### src/rtl/uart_pkg.sv
// Shared definitions for the UART transmit path: byte width, arbiter state
// encoding and a small elaboration-time helper.
package uart_pkg;

    localparam int UART_DATA_BITS = 8;

    typedef enum logic [2:0] {
        IDLE,
        SEND,
        WAIT_ACC,
        WAIT_DONE,
        HOLD,
        GAP
    } arb_state_t;

    function automatic int max_int(input int a, input int b);
        return (a > b) ? a : b;
    endfunction

endpackage

### src/rtl/rr_pick.sv
// Combinational round-robin selector: returns the first requesting index
// found scanning upward from i_ptr+1 with wrap-around.
module rr_pick #(
    parameter int N  = 2,
    parameter int RW = 1
) (
    input  logic [N-1:0]  i_req,
    input  logic [RW-1:0] i_ptr,
    output logic          o_any,
    output logic [RW-1:0] o_pick
);

    logic [RW-1:0] w_idx;

    assign o_any = |i_req;

    // NOTE: combinational blocks use blocking '=' and give every output a
    // default first, so no path leaves a value unassigned and no latch forms.
    always_comb begin
        w_idx  = '0;
        o_pick = '0;
        // Scan from the farthest offset down so the nearest requester wins.
        for (int off = N; off >= 1; off--) begin
            w_idx = RW'((int'(i_ptr) + off) % N);
            if (i_req[w_idx]) begin
                o_pick = w_idx;
            end
        end
    end

endmodule

### src/rtl/uart_tx_arbiter.sv
// Packet-granular round-robin arbiter sharing one 8n1 uart_tx between
// NUM_REQ byte-stream requesters and sequencing its start/busy handshake.
module uart_tx_arbiter
    import uart_pkg::*;
#(
    parameter int NUM_REQ       = 2,
    parameter int GAP_CLKS      = 0,
    parameter int MAX_HOLD_CLKS = 0,
    parameter int ACCEPT_CLKS   = 4
) (
    input  logic                              clk,
    input  logic                              rst,
    input  logic [NUM_REQ-1:0]                i_req_valid,
    input  logic [UART_DATA_BITS*NUM_REQ-1:0] i_req_data,
    input  logic [NUM_REQ-1:0]                i_req_last,
    output logic [NUM_REQ-1:0]                o_req_ready,
    output logic [NUM_REQ-1:0]                o_grant,
    output logic                              o_tx_start,
    output logic [UART_DATA_BITS-1:0]         o_tx_data,
    input  logic                              i_tx_busy,
    output logic                              o_err
);

    localparam int RW      = (NUM_REQ > 1) ? $clog2(NUM_REQ) : 1;
    localparam int CNT_MAX = max_int(max_int(GAP_CLKS, MAX_HOLD_CLKS), ACCEPT_CLKS);
    localparam int CNT_W   = max_int(1, $clog2(CNT_MAX + 1));
    localparam logic [CNT_W-1:0] CNT_ONE = CNT_W'(1);

    arb_state_t       r_state, w_state_nxt;
    logic [RW-1:0]    r_gnt, w_gnt_nxt;
    logic [RW-1:0]    r_ptr, w_ptr_nxt;
    logic [RW-1:0]    w_pick;
    logic [CNT_W-1:0] r_cnt, w_cnt_nxt, w_cnt_dec;
    logic             r_last, w_last_nxt;
    logic             r_err, w_err_nxt;
    logic             w_any, w_gnt_valid, w_gnt_last;

    rr_pick #(
        .N  (NUM_REQ),
        .RW (RW)
    ) u_rr_pick (
        .i_req  (i_req_valid),
        .i_ptr  (r_ptr),
        .o_any  (w_any),
        .o_pick (w_pick)
    );

    assign w_gnt_valid = i_req_valid[r_gnt];
    assign w_gnt_last  = i_req_last[r_gnt];
    // One counter serves accept, hold and gap timing; only one is live per state.
    assign w_cnt_dec   = (r_cnt != '0) ? r_cnt - CNT_ONE : '0;

    always_comb begin
        w_state_nxt = r_state;
        w_gnt_nxt   = r_gnt;
        w_ptr_nxt   = r_ptr;
        w_cnt_nxt   = r_cnt;
        w_last_nxt  = r_last;
        w_err_nxt   = r_err;
        unique case (r_state)
            IDLE: begin
                if (w_any) begin
                    w_gnt_nxt   = w_pick;
                    w_state_nxt = SEND;
                end
            end
            SEND: begin
                w_last_nxt  = w_gnt_last;
                w_cnt_nxt   = CNT_W'(ACCEPT_CLKS);
                w_state_nxt = WAIT_ACC;
            end
            WAIT_ACC: begin
                if (i_tx_busy) begin
                    w_state_nxt = WAIT_DONE;
                end else if (r_cnt <= CNT_ONE) begin
                    // Never deadlock on a silent serializer: flag it and move on.
                    w_err_nxt   = 1'b1;
                    w_state_nxt = WAIT_DONE;
                end else begin
                    w_cnt_nxt = w_cnt_dec;
                end
            end
            WAIT_DONE: begin
                if (!i_tx_busy) begin
                    if (r_last) begin
                        w_ptr_nxt = r_gnt;
                        if (GAP_CLKS > 0) begin
                            w_cnt_nxt   = CNT_W'(GAP_CLKS);
                            w_state_nxt = GAP;
                        end else begin
                            w_state_nxt = IDLE;
                        end
                    end else if (w_gnt_valid) begin
                        w_state_nxt = SEND;
                    end else begin
                        w_cnt_nxt   = CNT_W'(MAX_HOLD_CLKS);
                        w_state_nxt = HOLD;
                    end
                end
            end
            HOLD: begin
                if (w_gnt_valid) begin
                    w_state_nxt = SEND;
                end else if (MAX_HOLD_CLKS > 0 && r_cnt <= CNT_ONE) begin
                    w_ptr_nxt   = r_gnt;
                    w_state_nxt = IDLE;
                end else begin
                    w_cnt_nxt = w_cnt_dec;
                end
            end
            GAP: begin
                if (r_cnt <= CNT_ONE) begin
                    w_state_nxt = IDLE;
                end else begin
                    w_cnt_nxt = w_cnt_dec;
                end
            end
            default: w_state_nxt = IDLE;
        endcase
    end

    always_ff @(posedge clk) begin
        if (rst) begin
            r_state <= IDLE;
            r_gnt   <= '0;
            r_ptr   <= RW'(NUM_REQ - 1);
            r_cnt   <= '0;
            r_last  <= 1'b0;
            r_err   <= 1'b0;
        end else begin
            r_state <= w_state_nxt;
            r_gnt   <= w_gnt_nxt;
            r_ptr   <= w_ptr_nxt;
            r_cnt   <= w_cnt_nxt;
            r_last  <= w_last_nxt;
            r_err   <= w_err_nxt;
        end
    end

    always_comb begin
        o_grant     = '0;
        o_req_ready = '0;
        o_tx_start  = 1'b0;
        o_tx_data   = '0;
        for (int k = 0; k < NUM_REQ; k++) begin
            if (r_gnt == RW'(k)) begin
                o_grant[k] = (r_state != IDLE);
                if (r_state == SEND) begin
                    o_tx_start     = 1'b1;
                    o_req_ready[k] = 1'b1;
                    o_tx_data      = i_req_data[k*UART_DATA_BITS +: UART_DATA_BITS];
                end
            end
        end
    end

    assign o_err = r_err;

endmodule

### config.mk
export PLATFORM = sky130hd
export DESIGN_NAME = uart_tx_arbiter
export DESIGN_NICKNAME = d
export VERILOG_FILES = /design/src/rtl/uart_pkg.sv /design/src/rtl/rr_pick.sv /design/src/rtl/uart_tx_arbiter.sv
export SDC_FILE = /design/constraint.sdc
export NUM_CORES = 1
export LEC_CHECK = 0
export CORE_ASPECT_RATIO = 0.7
export CORE_MARGIN = 8
export CORE_UTILIZATION = 30
export DETAILED_ROUTE_END_ITERATION = 16
export DONT_BUFFER_PORTS = 1
export GPL_TIMING_DRIVEN = 0
export PLACE_DENSITY_LB_ADDON = 0.2
export SKIP_LAST_GASP = 1
export SLEW_MARGIN = 25
export SYNTH_ARGS = -nofsm -noshare
export SYNTH_HDL_FRONTEND = slang
export SYNTH_SLANG_ARGS = --single-unit
### constraint.sdc
create_clock -name clk -period 5 [get_ports clk]
set_clock_uncertainty 0.05 [all_clocks]
set_input_delay 0.25 -clock clk [delete_from_list [all_inputs] [get_ports clk]]
set_output_delay 0.25 -clock clk [all_outputs]
set_load 0.01 [all_outputs]
==> flow_summary.yaml, run 1 <==
synthesis:
  synthesis.area_um2: 800.8
  synth_top_area_cells: "sky130_fd_sc_hd__dfxtp_1 25%, sky130_fd_sc_hd__mux2i_1 13%, sky130_fd_sc_hd__nor2_1 8.4%, sky130_fd_sc_hd__nand2_1 3.3%, sky130_fd_sc_hd__o21ai_0 3.1%"
  postSynth.asyncResetShare: 0
  synth.top_cell.area_share: 0.2500
  library_cells_used_by_synthesis: 37
  synth_cells: 102
  synth.net_count: 125
  synth-warning-count: 0
  number_of_flops_mapped_to_enable_cells_by_yosys: 0
  syn_avg_cell_area_um2: 7.851
  yosysSeqAreaShare: 0.2500
  synth.largest_area_cell: "sky130_fd_sc_hd__dfxtp_1"
  yosys_most_used_dff: "sky130_fd_sc_hd__dfxtp_1"
  ys_ff_latch: 10
critical_path:
  worstPathMaxFanout: 10
  timing.critical_path.slowest_cell_delay_ns: 0.40
  worstSetupStartpointType: "flop"
  r2r_cells: 5
  cp_common_cell: "sky130_fd_sc_hd__clkbuf_1"
  r2r-start: "r_gnt"
  worstSetupPathType: "reg -> out"
  rr_endpoint: "r_state[0]"
  sequence_of_cells_on_the_critical_path: "clkbuf_1 -> clkbuf_1 -> and3_1"
  cp_data_arrival_time_ns: 1.65
  worstSetupEndpointType: "primary output"
  slowest_stage: "sky130_fd_sc_hd__clkbuf_1"
  register_to_register_setup_slack_ns: 3.25
  required_ns: 4.70
placement:
  port_buffers: 0
  dpl.cell_count: 136
  place_hpwl_mm: 1.784
  gp_congestion: 0.7667
timing:
  drv_slew: 0
  timing.setup.tns_ns: 0
  timing.final.crit_share: 0.3892
  report.final.setup_viol: 0
  layout_min_cycle_time_ns: 1.946
  hold_violations: 0
  max_slew.worst_pin.slew_ns: 0.4841
  grt_setup_unrepaired: "no"
  fmax_ghz: 0.5139
  slew_headroom: 0.6773
floorplan:
  die_width_um: 77.75
  design.portCount: 37
  fp-row-count: 15
  full_die_area_um2: 4605
  start_util: 0.3208
  die_y_um: 59.23
  core_area_um2: 2496
final_layout:
  synthToLayoutAreaGrowth_pct: 12.19
  layout_commonest_cell: "sky130_fd_sc_hd__nor2_1"
  nFillCells: 272
  ff_latch_area_um2: 200.2
  post_route_cells_drive_above_1_share: 0.1509
  n_antenna_cell: 0
  layout.cells.most_common_list: "18 x sky130_fd_sc_hd__nor2_1, 10 x sky130_fd_sc_hd__mux2i_1, 10 x sky130_fd_sc_hd__dfxtp_1"
  multiInputGateArea_um2: 554.3
  fin_nets: 130
  layout.cells.non_filler: 140
route:
  drc: 0
  detailroute.via_count: 770
  detail_route.wl_per_cell_um: 16.28
  totalWireLength_mm: 2.279
  viasPerCell: 5.500
  detail_route.iter0.violations: 54
  drt-pass1-iter-count: 4
  ant_nets: 0
clock_network:
  cts-root-buf: "sky130_fd_sc_hd__clkbuf_8"
  path_clk_slew_ns: 0.05
  cts_tree: "done"
  number_of_buffers_added_by_the_clock_tree_synthesis_step: 3
  clock_sink_total: 10
  cts-root-to-sink-buffers: 2
  number_of_cells_upsized_or_downsized_after_cts: 0
  worst_skew_pair.late_latency_ns: 0.24
  ctsHtreeMaxLevel: 1
  post_cts.repair.setup_buffers: 0
  cts_hold_buf: 0
min_path:
  min_delay_worst_endpoint: "r_gnt"
  hold_depth: 2
  min_path_type: "in -> reg"
  hp-start: "i_req_valid[1]"
power_and_ir_drop:
  max-vdd-ir-drop_v: 0.0001655
  cellPowerDensity_nw_per_um2: 556.8
  power.static_leakage_nw: 0.3303
global_routing:
  grt_antenna_before_repair: 0
  pin_count_of_the_biggest_net_entering_global_routing: 11
  gr-total-overflow: 0
  grt_usage: 0.09493
  grt_pass1_vias: 673
  wire_length_of_the_first_global_routing_pass_mm: 3.477
run_status:
  outcome: "completed"
run:
  drv_cap: 0
-- critical path, delay by kind of cell, from the launching register on --
kind                   cells  cell delay, ns
AND/OR/NAND/NOR            1            0.29
flip-flops                 1            0.38
buffers and inverters      2            0.73
-- cells by family after synthesis --
kind of cell	synth area share
compound gates	0.1953
buf+inv	0.05781
flops	0.2500
mux	0.1813
simple gates	0.3156
-- through the flow --
stage | utilization | power [mW] | instance area [um^2] | hold slack, ns | setup WS, ns
global route | 0.3599 | 0.5380 | 898.4 | 0.1541 | 2.919
detailed placement | 0.3378 | 0.3948 | 843.3 | 0.3750 | 3.289
global placement | 0.3378 | 0.3939 | 843.3 | 0.3825 | 3.298
finish | 0.3599 | 0.5002 | 898.4 | 0.1300 | 3.054
floorplan | - | 0.3433 | 800.8 | 0.3654 | 3.429
CTS | 0.3599 | 0.5031 | 898.4 | 0.1251 | 3.073
-- flip-flops by register name, indices dropped and copies added (netlist names) --
name	flops
r_cnt	3
r_ptr	1
r_gnt	1
o_err	1
r_state	3
r_last	1
-- cell usage after synthesis, types with 3 or more instances --
cell type,count
sky130_fd_sc_hd__nor2_1,18
sky130_fd_sc_hd__clkbuf_1,4
sky130_fd_sc_hd__or2_2,3
sky130_fd_sc_hd__o21ai_0,5
sky130_fd_sc_hd__a21oi_1,3
sky130_fd_sc_hd__mux2i_1,10
sky130_fd_sc_hd__dfxtp_1,10
sky130_fd_sc_hd__nand2_1,7
sky130_fd_sc_hd__nor2b_1,3
sky130_fd_sc_hd__nor3_1,3
-- metal layers --
metal  global-route usage  wire length (um)  up-vias
li1                     -                 -      377
met1               0.1121               963      369
met2               0.1495              1112       22
met3              0.03788               171        2
met4              0.04011                32        0
met5                    0                 0        -
-- layout make-up --
cell class	count	share of cell area
multi-input cells	83	0.6170
clock buffers	4	0.06128
well taps	34	0.04735
inverters	2	0.008357
flip-flops and latches	10	0.2228
plain buffers	7	0.04318
-- where the power goes --
group          leakage, nW  switching, mW  total (mW)  internal, mW
clock               0.0288         0.0348       0.104        0.0695
sequential          0.0818         0.0191       0.121         0.102
combinational        0.220          0.173       0.275         0.102
-- how the worst max path moves through the flow --
stage          startpoint              to  slack [ns]
6_report       r_state[0]  o_req_ready[1]        3.05
5_1_grt        r_state[0]  o_req_ready[1]        2.92
4_1_cts        r_state[0]  o_req_ready[1]        3.07
3_5_place_dp        r_gnt      r_state[0]        3.29
3_3_place_gp        r_gnt      r_state[0]        3.30
2_1_floorplan       r_gnt        r_cnt[0]        3.43
Note: power is estimated with default switching activity, not from simulation.
==> run 2: changes to the inputs <==
Clock period 5 ns to 2 ns, I/O delays scaled along.
==> run 2 against run 1 <==
Critical path type is now reg -> reg. Largest power group unchanged. Flip-flop and latch count unchanged. Highest routed layer unchanged. Die area unchanged. Critical endpoint is now r_gnt. Sequential share of layout area fell by 0.98 points. Sequential power grew to 2.5 times the previous value. Global-route usage rose by 0.22 points.
==> flow_summary.yaml, run 2 (synthesis gave the netlist of run 1 again) <==
global_routing:
  wire_length_of_the_first_global_routing_pass_mm: 3.574
  gr-total-overflow: 0
  grt_usage: 0.09718
  grt_pass1_vias: 693
  grt_antenna_before_repair: 0
  pin_count_of_the_biggest_net_entering_global_routing: 11
clock_network:
  cts-root-buf: "sky130_fd_sc_hd__clkbuf_8"
  path_clk_slew_ns: 0.05
  cts_tree: "done"
  clock_sink_total: 10
  worst_skew_pair.late_latency_ns: 0.24
  ctsHtreeMaxLevel: 1
  post_cts.repair.setup_buffers: 0
  cts-root-to-sink-buffers: 2
  number_of_buffers_added_by_the_clock_tree_synthesis_step: 3
final_layout:
  synthToLayoutAreaGrowth_pct: 17.34
  nFillCells: 270
  layout_top_registers: "r_cnt x3, r_state x3"
  n_antenna_cell: 0
  layout.cells.non_filler: 143
  fin_nets: 133
  final_area_um2: 939.7
  layout_commonest_cell: "sky130_fd_sc_hd__nor2_1"
  layout.cells.most_common_list: "18 x sky130_fd_sc_hd__nor2_1, 10 x sky130_fd_sc_hd__mux2i_1, 10 x sky130_fd_sc_hd__dfxtp_1"
  post_route_cells_drive_above_1_share: 0.1560
route:
  drc: 0
  detailroute.via_count: 776
  detail_route.wl_per_cell_um: 16.48
  ant_nets: 0
  viasPerCell: 5.427
  drt-pass1-iter-count: 4
  totalWireLength_mm: 2.357
  detail_route.iter0.violations: 42
critical_path:
  slowest_stage: "sky130_fd_sc_hd__dlygate4sd3_1"
  sequence_of_cells_on_the_critical_path: "clkbuf_1 -> nor3_4 -> a32oi_1 -> dlygate4sd3_1 -> nor2_1"
  worstPathMaxFanout: 10
  cp_num_buf_inv: 2
  required_ns: 2.07
  worstSetupEndpointType: "flop"
  critical-path-top-delay-family: "buffers and inverters"
  crit_cells: 5
  worst_setup_path_startpoint: "r_state[0]"
  cp_data_arrival_time_ns: 1.93
  worstSetupStartpointType: "flop"
  timing.critical_path.slowest_cell_delay_ns: 0.58
  worstSetupPathType: "reg -> reg"
  r2r_cells: 5
  r2r-start: "r_state[0]"
min_path:
  hp-start: "rst"
  min_path_type: "in -> reg"
  hold_depth: 2
placement:
  port_buffers: 0
  dpl.cell_count: 136
  gp_congestion: 0.7667
  place_worst_setup_slack_ns: 0.2893
  place_hpwl_mm: 1.784
  detailed_place.area_um2: 843.3
timing:
  grt_setup_unrepaired: "no"
  max_slew.worst_pin.slew_ns: 0.4910
  report.final.setup_viol: 0
  hold_violations: 0
  layout_min_cycle_time_ns: 1.868
  timing.setup.tns_ns: 0
  post-route-worst-setup-slack_ns: 0.1320
  slew_headroom: 0.6726
  timing.final.crit_share: 0.9340
  drv_slew: 0
  fmax_ghz: 0.5353
run_status:
  outcome: "completed"
floorplan:
  start_util: 0.3208
  full_die_area_um2: 4605
  fp-row-count: 15
  design.portCount: 37
  core_area_um2: 2496
  die_width_um: 77.75
  die_y_um: 59.23
run:
  drv_cap: 0
power_and_ir_drop:
  max-vdd-ir-drop_v: 0.0004626
  cellPowerDensity_nw_per_um2: 1379
  power.static_leakage_nw: 0.3446
run 2: cell types whose count changed in the layout (fill, tap and decap cells not counted):
cell	change
sky130_fd_sc_hd__dlygate4sd3_1	+3
sky130_fd_sc_hd__nor3_1	-1
sky130_fd_sc_hd__nor3_4	+1
run 2: final cells by class:
type,instances,area [um^2],area share
Timing Repair Buffer,3,30.03,0.03196
Multi-Input combinational cell,83,565.5,0.6019
Tap cell,34,42.54,0.04527
Buffer,7,38.79,0.04128
Sequential cell,10,200.2,0.2130
Inverter,2,7.507,0.007989
Clock buffer,4,55.05,0.05859
run 2: final timing paths:
check | endpoint | slack, ns
worst min register to register | r_ptr | 0.44
worst min-delay path | r_cnt[1] | 0.02
worst max register to register | r_gnt | 0.13
worst max-delay path | r_gnt | 0.13
run 2: per-layer routing:
layer | routed length (um) | global-route usage
met1 | 1040 | 0.1172
met2 | 1125 | 0.1518
met3 | 158 | 0.03636
met4 | 32 | 0.04011
met5 | 0 | 0
run 2: worst reg2reg max path, cell delays in order, from the launching register on:
cell	delay [ns]
sky130_fd_sc_hd__dfxtp_1	0.37
sky130_fd_sc_hd__clkbuf_1	0.40
sky130_fd_sc_hd__nor3_4	0.10
sky130_fd_sc_hd__a32oi_1	0.21
sky130_fd_sc_hd__dlygate4sd3_1	0.58
sky130_fd_sc_hd__nor2_1	0.04
run 2: stage by stage:
stage | power, mW | util | hold slack (ns)
finish | 1.296 | 0.3764 | 0.01504
global route | 1.388 | 0.3764 | 0.03104
CTS | 1.272 | 0.3719 | 0.007741
detailed placement | 0.9870 | 0.3378 | 0.2250
global placement | 0.9849 | 0.3378 | 0.2325
floorplan | 0.8582 | - | 0.2154
run 2: timing repair:
item                                    4_1_cts  5_1_grt
endpoints found under the hold margin         2        0
hold buffers                                  3        0
resized for setup                             0        2
endpoints found under the setup margin        0        1
run 2: power by group:
part	total (mW)	internal, mW	switching, mW	leakage, nW
combinational	0.732	0.279	0.453	0.234
clock	0.261	0.174	0.0870	0.0288
sequential	0.303	0.255	0.0484	0.0818
total	1.30	0.708	0.588	0.345
==> run 3: changes to the inputs <==
Settings changed: CELL_PAD_IN_SITES_DETAIL_PLACEMENT set to 0, CELL_PAD_IN_SITES_GLOBAL_PLACEMENT set to 1.
==> run 3 against run 2 <==
Via count shrank 3.1%. Largest cell class unchanged. Count of clock-buffer cells in the layout shrank 1. Critical path depth shrank 2. Clock power shrank 18%. Sequential share of layout area grew 0.83 points. Critical path type is now reg -> out. Largest power group unchanged. Flip-flop and latch count is the same.
==> flow_summary.yaml, run 3 (synthesis gave the netlist of run 1 again) <==
clock_network:
  number_of_buffers_added_by_the_clock_tree_synthesis_step: 3
  cts-root-buf: "sky130_fd_sc_hd__clkbuf_8"
  clock_sink_total: 10
  cts-root-to-sink-buffers: 2
  post_cts.repair.setup_buffers: 0
  ctsHtreeMaxLevel: 1
  number_of_cells_upsized_or_downsized_after_cts: 0
  cts_hold_buf: 2
  worst_skew_pair.late_latency_ns: 0.24
  cts_tree: "done"
  path_clk_slew_ns: 0.05
route:
  viasPerCell: 5.333
  drt-pass1-iter-count: 4
  detailroute.via_count: 752
  drc: 0
  detail_route.iter0.violations: 59
  ant_nets: 0
  totalWireLength_mm: 2.370
  detail_route.wl_per_cell_um: 16.81
placement:
  port_buffers: 0
  place_worst_setup_slack_ns: 0.2892
  dpl.cell_count: 136
  detailed_place.area_um2: 843.3
  place_hpwl_mm: 1.849
  gp_congestion: 0.7712
timing:
  max_slew.worst_pin.slew_ns: 0.4964
  layout_min_cycle_time_ns: 1.805
  drv_slew: 0
  post-route-worst-setup-slack_ns: 0.1951
  hold_violations: 0
  fin_hold_ws_ns: 0.02189
  slew_headroom: 0.6690
  timing.final.crit_share: 0.9024
  timing.setup.tns_ns: 0
  fmax_ghz: 0.5541
  report.final.setup_viol: 0
  grt_setup_unrepaired: "no"
global_routing:
  grt_antenna_before_repair: 0
  wire_length_of_the_first_global_routing_pass_mm: 3.691
  pin_count_of_the_biggest_net_entering_global_routing: 11
  gr-total-overflow: 0
  grt_usage: 0.1007
  grt_pass1_vias: 707
floorplan:
  core_area_um2: 2496
  die_width_um: 77.75
  full_die_area_um2: 4605
  fp-row-count: 15
  start_util: 0.3208
  die_y_um: 59.23
  design.portCount: 37
power_and_ir_drop:
  report.power.total_mw: 1.214
  cellPowerDensity_nw_per_um2: 1342
  power.static_leakage_nw: 0.3314
  max-vdd-ir-drop_v: 0.0004697
critical_path:
  required_ns: 1.85
  worstSetupStartpointType: "flop"
  worstSetupPathType: "reg -> out"
  worstPathMaxFanout: 10
  cp_data_arrival_time_ns: 1.65
  worstSetupEndpointType: "primary output"
final_layout:
  n_antenna_cell: 0
  synthToLayoutAreaGrowth_pct: 12.97
  layout_commonest_cell: "sky130_fd_sc_hd__nor2_1"
  ff_latch_area_um2: 200.2
  layout.cells.most_common_list: "18 x sky130_fd_sc_hd__nor2_1, 10 x sky130_fd_sc_hd__mux2i_1, 10 x sky130_fd_sc_hd__dfxtp_1"
  final_area_um2: 904.6
  layout_top_registers: "r_cnt x3, r_state x3"
  final_core_util: 0.3624
  layout.cells.non_filler: 141
  fin_nets: 132
  multiInputGateArea_um2: 554.3
  nFillCells: 268
  post_route_cells_drive_above_1_share: 0.1402
run_status:
  outcome: "completed"
run:
  drv_cap: 0
min_path:
  min_path_type: "in -> reg"
[run 3: worst max-delay path, stage by stage (launching register included)]
cell and delay [ns]:
sky130_fd_sc_hd__dfxtp_1 0.37, sky130_fd_sc_hd__clkbuf_1 0.37, sky130_fd_sc_hd__clkbuf_1 0.38, sky130_fd_sc_hd__and3_1 0.30
[run 3: power breakdown]
part | internal, mW | switching (mW) | leakage, nW
logic | 0.257 | 0.438 | 0.228
clock network | 0.132 | 0.0819 | 0.0216
registers | 0.255 | 0.0495 | 0.0818
total | 0.644 | 0.570 | 0.331
[run 3: worst paths after layout]
check                                    start             end  slack (ns)  depth (start not counted)
worst max-delay path                r_state[0]  o_req_ready[1]        0.20                          3
worst min-delay path            i_req_valid[1]           r_gnt        0.02                          2
worst max register to register           r_gnt      r_state[0]        0.24                          5
worst min register to register           r_ptr           r_ptr        0.44                          2
[run 3: cell type report]
| class | instances | area share |
|---|---|---|
| Buffer | 7 | 0.04288 |
| Clock buffer | 3 | 0.04564 |
| Inverter | 2 | 0.008299 |
| Multi-Input combinational cell | 83 | 0.6127 |
| Sequential cell | 10 | 0.2213 |
| Tap cell | 34 | 0.04703 |
| Timing Repair Buffer | 2 | 0.02213 |
[run 3: layer usage]
metal | share of wire | global-route usage | up-vias
met5 | 0 | 0 | -
met4 | 0 | 0.008021 | 0
met3 | 0.074 | 0.04848 | 0
met2 | 0.43 | 0.1459 | 15
met1 | 0.49 | 0.1346 | 357
li1 | - | - | 380
